--- src/rtl/imm_decode_stage.sv ---
// imm_decode_stage
//   Registered immediate decode stage for the RV32/RV64 front end. Each
//   accepted beat is decoded into its instruction format, its sign-extended
//   immediate and its PC-relative target. The decoded result is then stored
//   in a 2-entry FIFO, so fetch and execute stay decoupled under back-pressure.
//
// Parameters
//   XLEN         datapath width, 32 or 64 only
// Ports
//   clk          rising-edge clock
//   rst          asynchronous active-high reset; clears all state and outputs
//   in_valid     input beat present
//   in_ready     stage can accept a beat (from registered occupancy only)
//   in_instr     raw 32-bit instruction
//   in_pc        instruction address
//   out_valid    head entry present
//   out_ready    consumer accepts the head entry
//   out_imm      sign-extended immediate (Z: zero-extended zimm)
//   out_type     format: I=0 S=1 B=2 U=3 J=4 Z=5 N=6
//   out_target   out_pc + out_imm modulo 2^XLEN
//   out_pc       passthrough of in_pc
//   out_illegal  opcode not supported at this XLEN
module imm_decode_stage #(
  parameter int XLEN = 32
) (
  input  logic            clk,
  input  logic            rst,
  input  logic            in_valid,
  output logic            in_ready,
  input  logic [31:0]     in_instr,
  input  logic [XLEN-1:0] in_pc,
  output logic            out_valid,
  input  logic            out_ready,
  output logic [XLEN-1:0] out_imm,
  output logic [2:0]      out_type,
  output logic [XLEN-1:0] out_target,
  output logic [XLEN-1:0] out_pc,
  output logic            out_illegal
);

  if (!(XLEN == 32 || XLEN == 64)) begin : g_bad_xlen
    $error("imm_decode_stage: XLEN must be 32 or 64");
  end

  localparam logic [2:0] T_I = 3'd0;
  localparam logic [2:0] T_S = 3'd1;
  localparam logic [2:0] T_B = 3'd2;
  localparam logic [2:0] T_U = 3'd3;
  localparam logic [2:0] T_J = 3'd4;
  localparam logic [2:0] T_Z = 3'd5;
  localparam logic [2:0] T_N = 3'd6;

  typedef struct packed {
    logic [XLEN-1:0] imm;
    logic [2:0]      typ;
    logic [XLEN-1:0] target;
    logic [XLEN-1:0] pc;
    logic            illegal;
  } ent_t;

  // Every immediate is first formed as a signed 32-bit value; widening to
  // XLEN is then a plain sign extension (U on RV64 copies instr[31] upward).
  function automatic logic signed [XLEN-1:0] sext_xlen(input logic signed [31:0] v);
    logic signed [XLEN-1:0] r;
    r = v;
    return r;
  endfunction

  logic signed [31:0]     imm32_p0;
  logic signed [XLEN-1:0] imm_p0;
  logic [2:0]             typ_p0;
  logic                   ill_p0;
  logic [XLEN-1:0]        tgt_p0;
  ent_t                   dec_p0;

  // ---- stage p0: combinational decode and target adder ----
  always_comb begin
    imm32_p0 = '0;
    typ_p0   = T_N;
    ill_p0   = 1'b0;
    case (in_instr[6:0])
      7'b0110111, 7'b0010111: begin
        typ_p0   = T_U;
        imm32_p0 = $signed({in_instr[31:12], 12'b0});
      end
      7'b1101111: begin
        typ_p0   = T_J;
        imm32_p0 = $signed({{11{in_instr[31]}}, in_instr[31], in_instr[19:12],
                            in_instr[20], in_instr[30:21], 1'b0});
      end
      7'b1100111, 7'b0000011, 7'b0010011, 7'b0001111: begin
        typ_p0   = T_I;
        imm32_p0 = $signed({{20{in_instr[31]}}, in_instr[31:20]});
      end
      7'b1100011: begin
        typ_p0   = T_B;
        imm32_p0 = $signed({{19{in_instr[31]}}, in_instr[31], in_instr[7],
                            in_instr[30:25], in_instr[11:8], 1'b0});
      end
      7'b0100011: begin
        typ_p0   = T_S;
        imm32_p0 = $signed({{20{in_instr[31]}}, in_instr[31:25], in_instr[11:7]});
      end
      7'b0110011: begin
        typ_p0 = T_N;
      end
      7'b1110011: begin
        // SYSTEM: funct3[2] selects the CSR-immediate forms carrying zimm.
        if (in_instr[14]) begin
          typ_p0   = T_Z;
          imm32_p0 = $signed({27'b0, in_instr[19:15]});
        end else begin
          typ_p0   = T_I;
          imm32_p0 = $signed({{20{in_instr[31]}}, in_instr[31:20]});
        end
      end
      7'b0011011: begin
        if (XLEN == 64) begin
          typ_p0   = T_I;
          imm32_p0 = $signed({{20{in_instr[31]}}, in_instr[31:20]});
        end else begin
          ill_p0 = 1'b1;
        end
      end
      7'b0111011: begin
        if (XLEN != 64) begin
          ill_p0 = 1'b1;
        end
      end
      // Includes every compressed encoding (instr[1:0] != 2'b11).
      default: begin
        ill_p0 = 1'b1;
      end
    endcase
    imm_p0 = sext_xlen(imm32_p0);
    tgt_p0 = in_pc + $unsigned(imm_p0);
    dec_p0 = '{imm: $unsigned(imm_p0), typ: typ_p0, target: tgt_p0,
               pc: in_pc, illegal: ill_p0};
  end

  ent_t       e0_p1;
  ent_t       e1_p1;
  logic [1:0] count_p1;
  logic       vld_p1;
  logic       push;
  logic       pop;

  assign vld_p1 = (count_p1 != 2'd0);
  assign push   = in_valid & in_ready;
  assign pop    = vld_p1 & out_ready;

  // ---- stage p1: 2-entry result FIFO, e0 is always the head ----
  always_ff @(posedge clk or posedge rst) begin
    if (rst) begin
      count_p1 <= 2'd0;
      e0_p1    <= '0;
      e1_p1    <= '0;
    end else begin
      case (count_p1)
        2'd0: begin
          if (push) begin
            e0_p1    <= dec_p0;
            count_p1 <= 2'd1;
          end
        end
        2'd1: begin
          if (push && pop) begin
            e0_p1 <= dec_p0;
          end else if (push) begin
            e1_p1    <= dec_p0;
            count_p1 <= 2'd2;
          end else if (pop) begin
            count_p1 <= 2'd0;
          end
        end
        default: begin
          if (pop) begin
            e0_p1    <= e1_p1;
            count_p1 <= 2'd1;
          end
        end
      endcase
    end
  end

  assign in_ready    = (count_p1 < 2'd2);
  assign out_valid   = vld_p1;
  assign out_imm     = e0_p1.imm;
  assign out_type    = e0_p1.typ;
  assign out_target  = e0_p1.target;
  assign out_pc      = e0_p1.pc;
  assign out_illegal = e0_p1.illegal;

endmodule

--- config.mk ---
export PLATFORM = sky130hd
export DESIGN_NAME = imm_decode_stage
export DESIGN_NICKNAME = d
export VERILOG_FILES = /design/src/rtl/imm_decode_stage.sv
export SDC_FILE = /design/constraint.sdc
export NUM_CORES = 1
export LEC_CHECK = 0
export ABC_AREA = 1
export BUFFER_PORTS_ARGS = -buffer_cell sky130_fd_sc_hd__buf_2
export CAP_MARGIN = 10
export CELL_PAD_IN_SITES_DETAIL_PLACEMENT = 0
export CELL_PAD_IN_SITES_GLOBAL_PLACEMENT = 1
export CORE_ASPECT_RATIO = 2
export CORE_MARGIN = 2
export CORE_UTILIZATION = 45
export DETAILED_ROUTE_END_ITERATION = 10
export GPL_TIMING_DRIVEN = 0
export HOLD_SLACK_MARGIN = 0.08
export PLACE_DENSITY_LB_ADDON = 0.1
export SLEW_MARGIN = 20
export SYNTH_ARGS = -nofsm -noshare
export SYNTH_HDL_FRONTEND = slang
export SYNTH_SLANG_ARGS = --single-unit
--- constraint.sdc ---
create_clock -name clk -period 12.7 [get_ports clk]
set_clock_uncertainty 0.15 [all_clocks]
set_input_delay 3.81 -clock clk [delete_from_list [all_inputs] [get_ports clk]]
set_output_delay 3.81 -clock clk [all_outputs]
set_load 0.01 [all_outputs]
==> reports/results.tsv <==
metric	value	unit
status	complete, no violations	
post-DR vias/cell	5.36	
Die W	115	um
final net count	1798	
met3 Resource Use GR	0.0360	
Placer Congestion	0.960	
post-CTS setup repair buffer count	0	
Resize count post-CTS	0	
Setup crit start kind	input pin	
Synth Cell Area	11100	um^2
Post-Place Worst Slack	5000	ps
Sw Share	0.330	
vias in the first global route	10700	
crit path kind	input pin to flip-flop	
largest net degree at the start of global routing	83	
period utilization	0.563	
critical-path maximum fanout	6	
Hold Path Class	flip-flop to flip-flop	
peak supply drop	0.110	mV
first-pass GRT wire length	60800	um
Post-Place Cell Area	12300	um^2
Reg clk slew, reported paths	70	ps
total CTS buffers	20	
Mapped Cells	1506	
Internal	1.38	mW
Rows	81	
clock network power share	0.318	
Antenna Cells	0	
core region area	24300	um^2
via count	10700	
CTS hold repair buffers	0	
Slew Limit Fails	0	
Lkg Pwr	6.92	nW
I/O pin cnt	170	
Pre-antenna DRT Iters	5	
Final WS setup	5550	ps
GR Util met2	0.576	
overall routed net length	40400	um
TritonCTS clock tree	yes	
Tmin final	7150	ps
GR peak layer	met2	
starting density of the core	0.455	
GR Overflow Total	0	
Setup Total Neg Slack	0	ps
setup violators final	0	
unrepaired setup endpoints after global routing	no	
Max Freq	0.140	GHz
max-cap viol count	0	
commonest non-fill, non-tap cells in the layout	526 x nand2_1, 202 x dfrtp_1, 176 x buf_2	
Post-DRT Antenna Nets	0	
Seq pwr share	0.430	
clk_lat worst skew	520	ps
die height	226	um
crit end category	flip-flop	
clk sinks	202	
slew at the pin closest to its max-slew limit	918	ps
Psw	0.676	mW
WHS	328	ps
gr usage total	0.316	
Final Hold Vio Count	0	
clk root buf	clkbuf_16	
Final HPWL DP	32500	um
1st-iter DRT viols	770	
Die ar.	26000	um^2
Seq/Total Area, Yosys	0.456	
Max H-tree Level	1	
Slew HR	0.388	
WL per Instance	20.2	um
post-synth net total	1606	
Max Buffers Root-to-Sink	3	
count of state elements after synthesis	202	
layout cells sized above 1	0.140	
initial antenna violation count	0	
pwr dens	157	nW/um^2
Area Growth Syn to Fin	17.8	%
Critical Path RT	12960	ps
met1 Use GR	0.340	
Logic pwr share	0.252	
number of I/O port buffers	168	
Synth Area per Inst	7.36	um^2
most common cell after layout, fill and taps aside	nand2_1	
CP arrival	7410	ps
number of synthesis warnings	0	
final instance area	13100	um^2
DRC	0	
Distinct cells, synth	39	
[state kept, by name (all words and copies together) (netlist names)]
name / count
count_p1: 2
e1_p1: 100
out_illegal: 1
out_imm: 32
out_pc: 32
out_target: 32
out_type: 3
[power groups by stage]
stage                     clock [mW]  sequential, mW  combinational (mW)
final                          0.652           0.882               0.518
after CTS                      0.665           0.882               0.523
after detailed placement           0           0.892               0.520
after global placement             0           0.889               0.510
after floorplan                    0           0.918               0.270
after global routing           0.688           0.899               0.582
[Yosys cell counts]
library cell  instances  share of area
nand2_2               4         0.0023
a21oi_1              82          0.037
xor2_1               12         0.0095
nor2_1              145          0.049
nor3_1                8         0.0036
dfrtp_1             202           0.46
nand2_1             526           0.18
nor3_4                1         0.0015
buf_12                1         0.0018
o21ai_1              15         0.0068
nor2_4                2         0.0020
xnor2_1               3         0.0024
inv_1               129          0.044
o21ai_4               1         0.0015
nand2_4               8         0.0081
o21ai_0             123          0.056
buf_1                 8         0.0027
clkinv_1              1        0.00034
o211ai_1              2         0.0014
buf_2                 8         0.0036
nor4_1                1        0.00057
inv_2                 2        0.00068
nand3b_1              2         0.0014
nand4_1               5         0.0028
ha_1                 31          0.035
inv_4                 1        0.00057
a21o_1                3         0.0020
nand3_4               1         0.0016
nor2_2                2         0.0011
a211oi_1              1        0.00068
o21a_1               10         0.0068
nand3_1              57          0.026
fa_1                  1         0.0018
a31oi_1              46          0.026
o21ai_2               4         0.0032
a22o_1                1        0.00079
clkbuf_1             50          0.017
o21bai_1              6         0.0041
a21oi_2               1        0.00079
[metal layers]
layer / wire length [um] / share of wire / vias up
li1: - / - / 5222
met3: 1920 / 0.047 / 109
met4: 2800 / 0.069 / 0
met5: 0 / 0 / -
met1: 14300 / 0.35 / 5031
met2: 21300 / 0.53 / 357
[stage by stage]
step	power (mW)	std cells	util
after detailed placement	1.41	1966	0.507
after global placement	1.40	1964	0.505
after global routing	2.17	2000	0.537
after CTS	2.07	2000	0.537
after floorplan	1.19	1506	-
final	2.05	2000	0.537
[worst max-delay path, cell delays in order]
cell	delay (ps)
buf_2	110
inv_1	60
nand2_1	110
nor2_2	220
nand2_1	160
nor2_2	270
nand2_1	80
nand3_1	190
ha_1	280
inv_1	90
fa_1	390
inv_1	90
nand3_1	70
nand2_1	170
a21oi_1	160
o21ai_0	490
nand2_1	240
nand3_1	160
nand3_1	90
nand2_1	90
nand2_1	50
[area by class of cell]
class / count / area (um^2)
Buffer: 67 / 278
Clock buffer: 28 / 602
Clock inverter: 6 / 108
Fill cell: 2459 / 11300
Inverter: 133 / 509
Multi-Input combinational cell: 1104 / 5240
Sequential cell: 202 / 5050
Tap cell: 290 / 363
Timing Repair Buffer: 170 / 896
[final timing paths]
path / startpoint / endpoint / slack (ps) / cells past startpoint
max in group asynchronous: rst / e1_p1[70] / 8150 / 4
min reg2reg: out_imm[7] / out_imm[7] / 330 / 2
min in group asynchronous: rst / out_pc[24] / 3140 / 2
max reg2reg: count_p1[1] / out_imm[17] / 9880 / 7
min: out_imm[7] / out_imm[7] / 330 / 2
max: in_instr[3] / out_target[22] / 5550 / 21
[cells by family after synthesis]
| group | after synthesis | share of synthesized area |
|---|---|---|
| AND/OR/NAND/NOR | 762 | 0.278 |
| AO/OA/AOI/OAI | 295 | 0.147 |
| flip-flops | 202 | 0.456 |
| buffers and inverters | 200 | 0.0704 |
| adder cells (fa/ha/maj) | 32 | 0.0368 |
| XOR/XNOR | 15 | 0.0119 |
(Power assumes the default switching activity.)
